**src/rtl/flopoco_pkg.sv**
```systemverilog
// Shared definitions for FloPoCo-format float blocks: word geometry,
// exception encodings and the reduction controller's state type.
package flopoco_pkg;

    localparam int WE = 4;
    localparam int WF = 10;
    localparam int W  = WE + WF + 3;

    localparam logic [1:0] EXC_ZERO   = 2'b00;
    localparam logic [1:0] EXC_NORMAL = 2'b01;
    localparam logic [1:0] EXC_INF    = 2'b10;
    localparam logic [1:0] EXC_NAN    = 2'b11;

    localparam logic [W-1:0] CANON_NAN = {EXC_NAN, {(W-2){1'b0}}};

    typedef enum logic [1:0] {
        ST_EMPTY = 2'd0,
        ST_ACCUM = 2'd1,
        ST_HOLD  = 2'd2
    } state_e;

endpackage

```
**src/rtl/fcmplt.sv**
```systemverilog
// Combinational strict less-than for FloPoCo floats; any NaN operand makes
// the pair unordered and forces XltY low.
module fcmplt
    import flopoco_pkg::*;
#(
    parameter int WE = 4,
    parameter int WF = 10
) (
    input  logic [WE+WF+2:0] X,
    input  logic [WE+WF+2:0] Y,
    output logic             XltY,
    output logic             unordered
);

    localparam int CW = WE + WF + 3;

    logic [1:0]       exc_x, exc_y;
    logic             sgn_x, sgn_y;
    logic [WE+WF+1:0] mag_x, mag_y;
    logic             both_zero;
    logic             lt;

    assign exc_x = X[CW-1:CW-2];
    assign exc_y = Y[CW-1:CW-2];
    assign sgn_x = X[CW-3];
    assign sgn_y = Y[CW-3];

    // Exception code in the top bits orders zero < normal < inf by magnitude;
    // payload bits of zero/inf are ignored.
    assign mag_x = {exc_x, (exc_x == EXC_NORMAL) ? X[WE+WF-1:0] : {(WE+WF){1'b0}}};
    assign mag_y = {exc_y, (exc_y == EXC_NORMAL) ? Y[WE+WF-1:0] : {(WE+WF){1'b0}}};
    assign both_zero = (exc_x == EXC_ZERO) && (exc_y == EXC_ZERO);

    always_comb begin
        lt = 1'b0;
        unique case ({sgn_x, sgn_y})
            2'b00: lt = mag_x < mag_y;
            2'b11: lt = mag_x > mag_y;
            2'b10: lt = !both_zero;
            2'b01: lt = 1'b0;
            default: lt = 1'b0;
        endcase
    end

    assign unordered = (exc_x == EXC_NAN) || (exc_y == EXC_NAN);
    assign XltY      = lt && !unordered;

endmodule

```
**src/rtl/fmax_reduce.sv**
```systemverilog
// Streaming max/argmax reduction over FloPoCo floats. One operand per cycle;
// the result {max, idx, nan, ovf} is held after the element marked in_last.
module fmax_reduce
    import flopoco_pkg::*;
#(
    parameter int WE   = 4,
    parameter int WF   = 10,
    parameter int IDXW = 8
) (
    input  logic                clk,
    input  logic                rst,
    input  logic                in_valid,
    output logic                in_ready,
    input  logic [WE+WF+2:0]    in_data,
    input  logic                in_last,
    output logic                out_valid,
    input  logic                out_ready,
    output logic [WE+WF+2:0]    out_max,
    output logic [IDXW-1:0]     out_idx,
    output logic                out_nan,
    output logic                out_ovf
);

    localparam int RW = WE + WF + 3;
    localparam logic [RW-1:0] NAN_WORD = {EXC_NAN, {(RW-2){1'b0}}};

    // Handshake: a transfer happens on a rising edge where valid && ready;
    // in_ready depends only on state and rst, out_valid only on state.
    state_e          state_q, state_d;
    logic [RW-1:0]   max_q, max_d;
    logic [IDXW-1:0] idx_q, idx_d;
    logic [IDXW-1:0] cnt_q, cnt_d;
    logic            nan_q, nan_d;
    logic            ovf_q, ovf_d;
    logic [RW-1:0]   out_max_q, out_max_d;
    logic [IDXW-1:0] out_idx_q, out_idx_d;
    logic            out_nan_q, out_nan_d;
    logic            out_ovf_q, out_ovf_d;

    logic accept, x_nan, have_num, cmp_lt, cmp_unord, update;

    fcmplt #(.WE(WE), .WF(WF)) u_cmp (
        .X         (max_q),
        .Y         (in_data),
        .XltY      (cmp_lt),
        .unordered (cmp_unord)
    );

    assign in_ready  = (state_q != ST_HOLD) && !rst;
    assign out_valid = (state_q == ST_HOLD);
    assign accept    = in_valid && in_ready;
    assign x_nan     = (in_data[RW-1:RW-2] == EXC_NAN);
    assign have_num  = (state_q == ST_ACCUM);
    // The held max is never NaN, so unordered only repeats the local NaN test.
    assign update    = !x_nan && !cmp_unord && (!have_num || cmp_lt);

    always_comb begin
        state_d   = state_q;
        max_d     = max_q;
        idx_d     = idx_q;
        cnt_d     = cnt_q;
        nan_d     = nan_q;
        ovf_d     = ovf_q;
        out_max_d = out_max_q;
        out_idx_d = out_idx_q;
        out_nan_d = out_nan_q;
        out_ovf_d = out_ovf_q;
        unique case (state_q)
            ST_EMPTY, ST_ACCUM: begin
                if (accept) begin
                    cnt_d = cnt_q + 1'b1;
                    nan_d = nan_q | x_nan;
                    if (cnt_q == {IDXW{1'b1}}) ovf_d = 1'b1;
                    if (update) begin
                        max_d   = in_data;
                        idx_d   = cnt_q;
                        state_d = ST_ACCUM;
                    end
                    if (in_last) begin
                        out_max_d = update ? in_data : (have_num ? max_q : NAN_WORD);
                        out_idx_d = update ? cnt_q : (have_num ? idx_q : {IDXW{1'b0}});
                        out_nan_d = nan_q | x_nan;
                        out_ovf_d = ovf_q;
                        cnt_d     = '0;
                        nan_d     = 1'b0;
                        ovf_d     = 1'b0;
                        max_d     = '0;
                        idx_d     = '0;
                        state_d   = ST_HOLD;
                    end
                end
            end
            ST_HOLD: begin
                if (out_ready) state_d = ST_EMPTY;
            end
            default: state_d = ST_EMPTY;
        endcase
    end

    always_ff @(posedge clk) begin
        if (rst) begin
            state_q   <= ST_EMPTY;
            max_q     <= '0;
            idx_q     <= '0;
            cnt_q     <= '0;
            nan_q     <= 1'b0;
            ovf_q     <= 1'b0;
            out_max_q <= '0;
            out_idx_q <= '0;
            out_nan_q <= 1'b0;
            out_ovf_q <= 1'b0;
        end else begin
            state_q   <= state_d;
            max_q     <= max_d;
            idx_q     <= idx_d;
            cnt_q     <= cnt_d;
            nan_q     <= nan_d;
            ovf_q     <= ovf_d;
            out_max_q <= out_max_d;
            out_idx_q <= out_idx_d;
            out_nan_q <= out_nan_d;
            out_ovf_q <= out_ovf_d;
        end
    end

    assign out_max = out_max_q;
    assign out_idx = out_idx_q;
    assign out_nan = out_nan_q;
    assign out_ovf = out_ovf_q;

endmodule
```
**config.mk**
```make
export PLATFORM = sky130hd
export DESIGN_NAME = fmax_reduce
export DESIGN_NICKNAME = d
export VERILOG_FILES = /design/src/rtl/flopoco_pkg.sv /design/src/rtl/fcmplt.sv /design/src/rtl/fmax_reduce.sv
export SDC_FILE = /design/constraint.sdc
export NUM_CORES = 1
export LEC_CHECK = 0
export CORE_ASPECT_RATIO = 1.25
export CORE_MARGIN = 5
export CORE_UTILIZATION = 35
export DETAILED_ROUTE_END_ITERATION = 10
export PLACE_DENSITY_LB_ADDON = 0.15
export SLEW_MARGIN = 20
export SYNTH_ARGS = -nofsm -noshare
export SYNTH_HDL_FRONTEND = slang
export SYNTH_SLANG_ARGS = --single-unit
```
**constraint.sdc**
```tcl
create_clock -name clk -period 3.7 [get_ports clk]
set_input_delay 0.925 -clock clk [delete_from_list [all_inputs] [get_ports clk]]
set_output_delay 0.925 -clock clk [all_outputs]
set_load 0.05 [all_outputs]
```
# Word level (Yosys, flattened, before mapping)

Index checks and enable logic that the tools add are counted.

Register bits after elaboration: 64
Bits in latches: 0
RAM bits: 0
ROM bits: 0
Input port bits: 22
Output and inout port bits: 29
Logic and storage cells: 73
Memories: 0

$add $sub $neg: 1
Multiply operators: 0
Div/mod/pow operators: 0
$lt $le $gt $ge: 2
Eq/ne operators: 14
Shifts and indexed selects: 0
Mux-type cells: 20
Bitwise operators: 1
Reductions and logical operators: 25

Operators by type and width:

| operator              | count |
|---|---|
| $mux W17              | 4 |
| $mux W8               | 5 |
| $mux W14              | 2 |
| $gt A16 B16 Y1        | 1 |
| $lt A16 B16 Y1        | 1 |
| $reduce_and A3 Y1     | 4 |
| $eq A2 B2 Y1 const B  | 5 |
| $add A8 B1 Y8 const B | 1 |
| $eq A2 B1 Y1 const B  | 4 |
| $eq A8 B8 Y1 const B  | 1 |
| $logic_not A2 Y1      | 4 |
| $mux W2               | 4 |
| $logic_and A1 B1 Y1   | 6 |
| $logic_not A1 Y1      | 5 |
| $ne A2 B2 Y1 const B  | 2 |
| $pmux W1 S4           | 1 |
| $pmux W2 S2           | 1 |
| $reduce_bool A2 Y1    | 2 |
| $mux W1               | 3 |
| $ne A3 B3 Y1 const B  | 1 |
| $logic_or A1 B1 Y1    | 2 |
| $ne A2 B1 Y1 const B  | 1 |
| $reduce_and A2 Y1     | 1 |
| $reduce_or A2 Y1      | 1 |
| $or A1 B1 Y1          | 1 |

# Logic depth before layout (Yosys ltp)

Depth in word-level cells: 11
Depth in mapped cells: 14
Depth with buffers taken out: 11

# By module

A second synthesis with hierarchy kept.

Cell total of the unflattened synthesis: 327
Area, all modules: 3,074.2 µm²

By module, submodules not included:

| module      | times used | cells an instance | area each (µm²) | sequential area each (µm²) |
|---|---|---|---|---|
| fmax_reduce | 1          | 244               | 2,504.9         | 1,281.2 |
| fcmplt      | 1          | 83                | 569.3           | 0.0 |

# Worst setup path after synthesis

OpenSTA, ideal clock, no wires.

Path type: input to register
Start point: input in_data[15]
End point: register out_max_q[4], in the netlist out_max[4]
Setup time: 0.120 ns
Arrival time: 3.520 ns
Data required time: 3.580 ns
Slack: 0.059 ns
Stages on the path: 14
Buffers on the path: 3
Cell sequence: inv_1 -> nor2_1 -> clkbuf_1 -> nand2_1 -> ha_1 -> nand4_1 -> nor4_2 -> a21bo_2 -> and4_1 -> o31a_2 -> buf_6 -> buf_2 -> nand3_1 -> nand3_1

Word-level cells in the longest chain between the ends: 8
Elaborated cells between the ends (all ways): 17
Classes of those cells: order compare: 2; eq/ne: 2; mux: 3; reduce/logical: 10

Ends and longest elaborated chain:

| what                                                    | line                       | source |
|---|---|---|
| start, declared                                         | fmax_reduce.sv:14          | `input logic [WE+WF+2:0] in_data,` |
| $eq A2 B1 Y1 / $logic_not A2 Y1 (equally long branches) | fcmplt.sv:31, fcmplt.sv:32 |  |
| $mux W14 / $logic_and A1 B1 Y1 (equally long branches)  | fcmplt.sv:31, fcmplt.sv:32 |  |
| $gt A16 B16 Y1 (tied with other cells)                  | fcmplt.sv:38               | `2'b11: lt = mag_x > mag_y;` |
| $pmux W1 S4                                             | fcmplt.sv:36               | `unique case ({sgn_x, sgn_y})` |
| $logic_and A1 B1 Y1                                     | fcmplt.sv:46               | `assign XltY = lt && !unordered;` |
| $logic_or A1 B1 Y1                                      | fmax_reduce.sv:55          | `assign update = !x_nan && !cmp_unord && (!have_num \|\| cmp_lt);` |
| $logic_and A1 B1 Y1 (*)                                 | fmax_reduce.sv:55          |  |
| $mux W17 (*)                                            | fmax_reduce.sv:80          | `out_max_d = update ? in_data : (have_num ? max_q : NAN_WORD);` |
| end signal, assigned                                    | fmax_reduce.sv:119         | `out_max_q <= out_max_d;` |
| end, declared                                           | fmax_reduce.sv:35          | `logic [RW-1:0] out_max_q, out_max_d;` |

Every way passes the cells marked *; elsewhere a longest branch is shown, timed or not.
A chain may end at the register's enable or synchronous reset.

# Worst setup path in the final report

Start point: input in_data[10]
End point: register out_idx_q[7], in the netlist out_idx[7]

Word-level cells in the longest chain between the ends: 7
Elaborated cells between the ends (all ways): 8
Classes of those cells: order compare: 2; mux: 3; reduce/logical: 3

Ends and longest elaborated chain:

| what                                                    | line                       | source |
|---|---|---|
| $mux W14 (*)                                            | fcmplt.sv:31               | `assign mag_y = {exc_y, (exc_y == EXC_NORMAL) ? Y[WE+WF-1:0] : {(WE+WF){1'b0}}};` |
| $gt A16 B16 Y1 / $lt A16 B16 Y1 (equally long branches) | fcmplt.sv:38, fcmplt.sv:37 |  |
| $pmux W1 S4 (*)                                         | fcmplt.sv:36               |  |
| $logic_and A1 B1 Y1 (*)                                 | fcmplt.sv:46               |  |
| $logic_or A1 B1 Y1 (*)                                  | fmax_reduce.sv:55          |  |
| $logic_and A1 B1 Y1 (*)                                 | fmax_reduce.sv:55          |  |
| $mux W8 (*)                                             | fmax_reduce.sv:81          | `out_idx_d = update ? cnt_q : (have_num ? idx_q : {IDXW{1'b0}});` |
| end signal, assigned                                    | fmax_reduce.sv:120         | `out_idx_q <= out_idx_d;` |
| end, declared                                           | fmax_reduce.sv:36          | `logic [IDXW-1:0] out_idx_q, out_idx_d;` |

Marked as above.

==> flow_summary.toml <==
[worst_setup_path]
cp_max_fo = 5
r2r_end = "out_idx[7]$_SDFFE_PP0P_"
crit_chain = "clkdlybuf4s50_1 > nand2_1 > ha_1 > nand4_1 > nor4_2 > a21bo_2 > and4_4 > o31ai_4 > buf_6 > buf_4 > nand3_1 > a211oi_2"
arrival_ns = 3.68
r2r_slack_ns = 0.60
crit_slowest_cell = "clkdlybuf4s50_1"
start_kind = "primary input"
worstPathRequired_ns = 3.95
cp_num_buf_inv = 3
reg2reg_depth = 13
criticalPathCategory = "in2reg"
r2r-start = "max_q[16]$_SDFFE_PP0P_"
slowest_delay_ns = 0.54
end_kind = "flop"
path_delay_family = "buffers and inverters"

[layout]
final_cell_count_no_fill = 600
final_core_util = 0.486
nNetsFinal = 513
final_area_sq_mm = 0.00439
n_antenna_cell = 0
syn_to_final_growth_pct = 37.6
drive_above_1_share = 0.132
regArea_sq_mm = 0.00128
nFillCells = 871
multi_input_area_sq_mm = 0.00180

[min_path]
hold_class = "reg2reg"
hold-path-endpoint = "out_max[6]$_SDFFE_PP0P_"
hold_start = "out_max[6]$_SDFFE_PP0P_"
hold_path_depth = 2

[synthesis]
seq_area_frac_synth = 0.402
synth_nets = 443
yosys_warnings = 0
ys_types = 42
synth_area_per_cell_sq_um = 7.89
synth_seq_cells = 64
synth-edff-count = 0
synthCells = 404
ys.flop_type = "dfxtp_1"
syn_area_sq_mm = 0.00319
synthArstFlopShare = 0

[clock_tree]
ctsHtreeMaxLevel = 3
clk_latency_ns = 0.33
clockBufferDepth = 2
cts_tree = "yes"
root_buffer = "clkbuf_16"
cts_buffers = 9
clkSinkCount = 64
clkSlewWorstSetupHoldPaths_ns = 0.05

[global_routing]
track_usage = 0.171
gr-total-overflow = 0
antenna_found_initial = 0
grt_max_degree = 29
first_global_vias = 3205
grt_pass1_wl_microns = 15000

[placed_design]
place_congestion = 0.817
portBuffers = 50
dp_hpwl_microns = 6110
numPlacedInstances = 577
dpl_cell_area_sq_mm = 0.00394

[die]
placeableCoreArea_sq_mm = 0.00903
rows = 39
initial_utilization = 0.353
die_y_microns = 117
die_x_microns = 95.4
dieArea_sq_mm = 0.0111
num_io_pins = 51

[flow_run]
maxCapViolations = 0

[power_and_ir_drop]
p_per_area_mw_per_mm2 = 433
power_uw = 1900
leakage_uw = 0.00170
ir_drop_uv = 240

[timing]
finalHoldViolations = 0
worst_slew_pin_slew_ns = 0.527
maxSlewHeadroom = 0.645
holdWs_ns = 0.461
slew_violations = 0
finalCriticalPeriod_ns = 3.42
finalCritPeriodShare = 0.925
finalSetupViolations = 0
rsz0062_at_grt = "false"
skew_ns = 0.00692
max_freq_ghz = 0.292

[drt]
wire_per_inst_microns = 15.1
dr.pass1.iters = 4
routed_via_density = 5.28
wl_microns = 9030
route.detailed.drc = 0
antenna_left = 0
drt-initial-drc-count = 196
vias = 3168

[run_status]
outcome = "complete, no violations"
==> how the worst max path moves through the flow <==
stage                     start                        to  slack [ns]  depth (start not counted)
CTS                 in_data[15]    max_q[15]$_SDFFE_PP0P_       0.005                         14
finish              in_data[10]   out_idx[7]$_SDFFE_PP0P_        0.28                         12
global placement    in_data[15]  out_max[16]$_SDFFE_PP0P_       -0.24                         13
detailed placement  in_data[15]    max_q[15]$_SDFFE_PP0P_       -0.33                         14
floorplan           in_data[15]   out_max[4]$_SDFFE_PP0P_        0.06                         14
global route        in_data[15]   out_idx[7]$_SDFFE_PP0P_        0.15                         16
==> kinds of logic after synthesis <==
group,synth area share
AOI/OAI and AO/OA,0.162
xor gates and xnor gates,0.0110
adders and majority gates,0.0667
buffers and inverters,0.0467
DFF,0.402
muxes,0.00314
and+or+nand+nor,0.308
==> cell usage after synthesis (all sizes together) (3+ instances only) <==
library cell / instances / area, sq um
buf: 12 / 73.8
ha: 17 / 213
nor2b: 3 / 18.8
a31oi: 3 / 25.0
xor2: 4 / 35.0
nand2: 52 / 195
clkbuf: 16 / 60.1
or3: 3 / 18.8
and2: 16 / 100
dfxtp: 64 / 1280
nand2b: 3 / 18.8
a21oi: 34 / 170
o21ai: 31 / 155
nand3: 88 / 440
nor2: 21 / 78.8
inv: 4 / 15.0
nand4: 6 / 37.5
and3: 3 / 18.8
==> worst reg2reg max path: stages (launching register included) <==
cell and delay (ns):
dfxtp_1 0.45, nor2_1 0.07, buf_4 0.18, and2_1 0.18
ha_1 0.29, nand4_1 0.15, nor4_2 0.31, a21bo_2 0.29
and4_4 0.19, o31ai_4 0.29, buf_6 0.16, buf_4 0.13
nand3_1 0.09, a211oi_2 0.22
==> per-layer routing <==
metal	wire length [microns]	up-vias	GRT usage
li1	-	1575	-
met4	278	0	0.0905
met5	0	-	0
met3	368	27	0.0341
met1	3870	1500	0.196
met2	4520	66	0.299
==> flip-flops by register name, summed over array words and instances (netlist names) <==
name and count:
max_q 17, out_max 17, cnt_q 8, idx_q 8
out_idx 8, state_q 2, nan_q 1, out_nan 1
out_ovf 1, ovf_q 1
==> area by class of cell <==
class / count / share of cell area
Multi-Input combinational cell: 308 / 0.409
Tap cell: 123 / 0.0351
Timing Repair Buffer: 87 / 0.190
Inverter: 4 / 0.00342
Sequential cell: 64 / 0.292
Clock buffer: 10 / 0.0545
Clock inverter: 4 / 0.0160
==> metrics by stage <==
step / worst slack, ns / setup TNS [ns]
global route: 0.153 / 0
CTS: 0.00511 / 0
finish: 0.279 / 0
detailed placement: -0.332 / -12.91
global placement: -0.245 / -9.93
floorplan: 0.0593 / 0
==> timing repair <==
item                                    in CTS  in global routing
setup buffers                                0                  9
gates resized for setup                      0                 18
hold buffers                                 0                  0
endpoints found under the setup margin       0                 51
==> report_power, final <==
part           switching, uW  leakage (uW)  internal, uW  total (uW)
combinational            167       0.00103           114         281
clock                    296      0.000154           597         894
sequential              13.6      0.000519           710         724
total                    477       0.00170          1420        1900
==> layout by cell type (no fill, tap or decap), types with 4 or more instances in the layout <==
master / count
a21oi_1: 34
dfxtp_1: 64
o21ai_0: 16
clkbuf_16: 9
nor2_1: 21
nand2_1: 52
nand3_1: 88
buf_6: 4
xor2_1: 4
clkdlybuf4s50_1: 47
nand4_1: 6
and2_1: 16
ha_1: 16
inv_1: 4
o21ai_1: 15
buf_4: 30
Power figures use the tool's default switching activity.
